===== src/rtl/stack_seq.sv =====
// Push/pop sequencer owning the downward-growing stack pointer; one request in flight at a time.
// Latency: 2 cycles request-to-response (+1 per mem_ready-low cycle), 1 cycle for over/underflow errors; no request accepted until the response is consumed.
module stack_seq #(
  parameter int unsigned     SIZE        = 32,
  parameter logic [SIZE-1:0] STACK_TOP   = 'h1000,
  parameter logic [SIZE-1:0] STACK_LIMIT = 'h0F00
) (
  input  logic            clk,
  input  logic            rst,
  input  logic            req_valid,
  output logic            req_ready,
  input  logic            req_pop,
  input  logic [SIZE-1:0] req_data,
  output logic            resp_valid,
  input  logic            resp_ready,
  output logic [SIZE-1:0] resp_data,
  output logic            resp_err,
  output logic [SIZE-1:0] mem_addr,
  output logic [SIZE-1:0] mem_wdata,
  output logic            mem_we,
  output logic            mem_re,
  input  logic [SIZE-1:0] mem_rdata,
  input  logic            mem_ready,
  output logic [SIZE-1:0] sp,
  output logic            empty,
  output logic            full
);

  typedef enum logic [1:0] {IDLE, WRITE, READ, RESP} state_t;

  state_t state, state_nxt;
  logic   accept;
  logic   req_bad;

  assign empty   = (sp == STACK_TOP);
  assign full    = (sp == STACK_LIMIT);
  assign accept  = req_valid && req_ready;
  // Push onto a full stack or pop from an empty one never touches memory.
  assign req_bad = req_pop ? empty : full;

  always_comb begin
    state_nxt  = state;
    req_ready  = 1'b0;
    resp_valid = 1'b0;
    mem_we     = 1'b0;
    mem_re     = 1'b0;
    unique case (state)
      IDLE: begin
        req_ready = 1'b1;
        if (req_valid) begin
          if (req_bad)      state_nxt = RESP;
          else if (req_pop) state_nxt = READ;
          else              state_nxt = WRITE;
        end
      end
      WRITE: begin
        mem_we = 1'b1;
        if (mem_ready) state_nxt = RESP;
      end
      READ: begin
        mem_re = 1'b1;
        if (mem_ready) state_nxt = RESP;
      end
      RESP: begin
        resp_valid = 1'b1;
        if (resp_ready) state_nxt = IDLE;
      end
      default: state_nxt = IDLE;
    endcase
  end

  always_ff @(posedge clk) begin
    if (!rst) begin
      state     <= IDLE;
      sp        <= STACK_TOP;
      resp_data <= '0;
      resp_err  <= 1'b0;
      mem_addr  <= '0;
      mem_wdata <= '0;
    end else begin
      state <= state_nxt;
      unique case (state)
        IDLE: begin
          if (accept) begin
            if (req_bad) begin
              resp_err  <= 1'b1;
              resp_data <= '0;
            end else if (req_pop) begin
              mem_addr <= sp;
            end else begin
              mem_addr  <= sp - SIZE'(1);
              mem_wdata <= req_data;
            end
          end
        end
        // SP moves only when the memory access actually completes.
        WRITE: begin
          if (mem_ready) begin
            sp        <= sp - SIZE'(1);
            resp_data <= '0;
            resp_err  <= 1'b0;
          end
        end
        READ: begin
          if (mem_ready) begin
            sp        <= sp + SIZE'(1);
            resp_data <= mem_rdata;
            resp_err  <= 1'b0;
          end
        end
        default: ;
      endcase
    end
  end

endmodule


===== config.mk =====
export PLATFORM = sky130hd
export DESIGN_NAME = stack_seq
export DESIGN_NICKNAME = d
export VERILOG_FILES = /design/src/rtl/stack_seq.sv
export SDC_FILE = /design/constraint.sdc
export NUM_CORES = 1
export LEC_CHECK = 0
export CAP_MARGIN = 15
export CORE_MARGIN = 3
export CORE_UTILIZATION = 64
export DETAILED_ROUTE_END_ITERATION = 16
export DONT_BUFFER_PORTS = 1
export GPL_TIMING_DRIVEN = 0
export PLACE_DENSITY = 0.88
export SYNTH_ARGS = -nofsm -noshare
export SYNTH_HDL_FRONTEND = slang
export SYNTH_SLANG_ARGS = --single-unit

===== constraint.sdc =====
create_clock -name clk -period 4.2 [get_ports clk]
set_input_delay 0.42 -clock clk [delete_from_list [all_inputs] [get_ports clk]]
set_output_delay 0.42 -clock clk [all_outputs]
set_load 0.02 [all_outputs]

==> flow_metrics.env <==
export IMPL_finalNetCount=909
export IMPL_route_detailed_drc=0
export IMPL_path_clk_slew_ps=70
export IMPL_ff2ff_path_depth=10
export IMPL_clock_fmax_mhz=248
export IMPL_r2r_end="resp_data[20]"
export IMPL_dp_hpwl_um=15700
export IMPL_ys_ff_latch=131
export IMPL_ir_drop_mv=0.525
export IMPL_p_leak_nw=2.88
export IMPL_grt_ovfl_total=0
export IMPL_fillers=748
export IMPL_hold_viol=0
export IMPL_clk_latency_ps=540
export IMPL_postCtsHoldBufs=0
export IMPL_synth_area_leaders="dfxtp_1 38%, mux2i_1 12%, nand2_1 4.1%"
export IMPL_synth_cell_types=65
export IMPL_power_density_nw_per_um2=830
export IMPL_drt_vias_per_instance=6.59
export IMPL_cts_sinks=131
export IMPL_cts_path_max_buffers=2
export IMPL_start_util_pct=66.1
export IMPL_worstPathRequired_ps=3780
export IMPL_syn_to_final_growth_pct=11.0
export IMPL_r2r_slack_ps=460
export IMPL_synth_common_cells="131 x dfxtp_1, 82 x mux2i_1, 74 x nand2_1"
export IMPL_synth_cells=809
export IMPL_synth_fp_nets=885
export IMPL_hold_path_class="primary input to register"
export IMPL_grt_start_max_net_pins=17
export IMPL_track_usage_pct=35.2
export IMPL_cts_tree="built"
export IMPL_first_pass_iters=6
export IMPL_syn_area_per_cell_um2=8.43
export IMPL_min_delay_start="req_data[1]"
export IMPL_wirelength_um=21700
export IMPL_synthesis_area_um2=6820
export IMPL_status="finished clean"
export IMPL_cts_setup_buffers=0
export IMPL_place_congestion=0.985
export IMPL_antennaDiodeCount=0
export IMPL_drt_iter0_drc=621
export IMPL_yosysMostFrequentCell="dfxtp_1"
export IMPL_skew_ps=13.4
export IMPL_antenna_found_initial=0
export IMPL_numCtsBuffers=17
export IMPL_htreeDepth=4
export IMPL_max_cap_violations=0
export IMPL_arrival_ps=3610
export IMPL_cts_root_buf="clkbuf_8"
export IMPL_r2r_start="sp[0]"
export IMPL_final_area_um2=7570
export IMPL_synth_top_cell_area_share_pct=38.4
export IMPL_chipWidth_um=109
export IMPL_fin_crit_sh_pct=95.9
export IMPL_final_setup_tns_ps=0
export IMPL_avgRoutedWirePerCell_um=22.1
export IMPL_worst_slew_pin_slew_ps=1220
export IMPL_critPathLaunch="sp[0]"
export IMPL_via_count=6476
export IMPL_slew_limit_headroom_pct=18.3
export IMPL_rsz0062_at_grt="false"
export IMPL_drive_above_1_share_pct=7.09
export IMPL_crit_end="empty"
export IMPL_drtAntennaViolNets=0
export IMPL_slew_violations=0
export IMPL_cts_repair_resize_count=0
export IMPL_yosys_area_top_type="dfxtp_1"
export IMPL_first_global_vias=6183
export IMPL_setup_worst_path_end_class="primary output"
export IMPL_yosysSeqAreaShare_pct=38.4
export IMPL_min_period_ps=4030
export IMPL_yosys_warnings=0
export IMPL_grt_pass1_wl_um=32400
export IMPL_synth_edf_count=0
export IMPL_rows=37
export IMPL_path_max_fanout=10
export IMPL_synth_main_ff_cell="dfxtp_1"
export IMPL_die_area_um2=11900
export IMPL_setup_violations_final=0
export IMPL_start_kind="register"
export IMPL_async_flop_share_pct=0
export IMPL_io_buffers=0
export IMPL_core_um2=10300
export IMPL_placed_area_um2=7020
export IMPL_die_h_um=109
export IMPL_num_io_pins=205
export IMPL_crit_type="register to primary output"
-- worst min path at each step --
stage / end / slack (ps) / cells past startpoint
5_1_grt: mem_wdata[1] / 40 / 2
3_3_place_gp: state[0] / 500 / 2
3_5_place_dp: state[1] / 510 / 2
2_1_floorplan: state[0] / 480 / 2
4_1_cts: mem_wdata[17] / 30 / 2
6_report: mem_wdata[1] / 30 / 2
-- where the power goes --
part | internal [mW] | switching [mW] | total (mW) | leakage (nW)
clock | 0.805 | 0.633 | 1.44 | 0.279
sequential | 1.52 | 0.549 | 2.07 | 1.07
combinational | 1.01 | 1.77 | 2.78 | 1.54
total | 3.34 | 2.95 | 6.29 | 2.88
-- state kept, by name, summed over array words and instances (netlist names) --
| name | flops |
|---|---|
| resp_err | 1 |
| state | 2 |
| mem_wdata | 32 |
| sp | 32 |
| resp_data | 32 |
| mem_addr | 32 |
-- worst max-delay path, stage by stage (launching register included) --
cell and delay, ps:
dfxtp_1 390, clkbuf_1 270, inv_1 150, ha_1 230
or3b_2 480, buf_2 210, or4_1 660, nor4_1 390
buf_2 280
-- per-stage QoR --
stage                     instances  util, %  power [mW]  hold WS, ps  setup slack, ps
final                           982     73.4        6.29         29.3              171
after global routing            982     73.4        6.55         35.4             53.0
after CTS                       982     73.4        6.20         28.9              247
after detailed placement        950     68.0        4.77          506              547
after global placement          945     67.7        4.63          498              349
after floorplan                 809        -        4.06          480              990
-- metal layers --
metal | track usage (%) | wire, um | vias to the layer above
met1 | 43.3 | 8070 | 3054
li1 | - | - | 2940
met3 | 9.00 | 2450 | 57
met4 | 13.4 | 567 | 0
met5 | 0 | 0 | -
met2 | 59.3 | 10600 | 425
-- cell type report --
cell class	count	area, um2	share of cell area [%]
multi-input combinational	581	3770	49.8
tap	136	170	2.25
clock buffer	18	418	5.52
inverter	15	56.3	0.743
sequential	131	2620	34.6
timing repair buffer	5	22.5	0.297
clock inverter	14	141	1.87
buffer	82	374	4.94
-- cells in the final DEF, fill, tap and decap left out, types with 3 or more instances in the layout --
master / count
o21a_1: 4
inv_6: 6
a32oi_1: 7
a22oi_1: 4
o21ai_0: 15
mux2i_1: 82
inv_1: 15
or3_1: 14
nor3_1: 54
nand4_1: 18
and4_1: 3
nor4_1: 14
dfxtp_1: 131
or4_1: 15
buf_2: 11
o31ai_1: 4
a211oi_1: 27
clkbuf_1: 67
buf_1: 4
nand2b_1: 14
nor2_1: 64
clkbuf_16: 16
xor2_1: 15
or2_2: 3
xnor2_1: 20
ha_1: 6
and3_1: 8
buf_8: 3
nand3_1: 45
nand2_1: 74
buf_6: 3
clkinv_4: 3
and2_1: 4
a21oi_1: 26
-- cell families (layout without fill, tap and decap cells) --
group,count (synthesis),after routing,synth area share [%]
and+or+nand+nor,346,346,25.8
buffers and inverters,97,134,6.31
DFF,131,131,38.4
xor gates and xnor gates,35,35,4.49
AOI/OAI and AO/OA,111,111,11.6
adders and majority gates,6,6,1.10
muxes,83,83,12.3
Note: power is estimated with default switching activity, not from simulation.
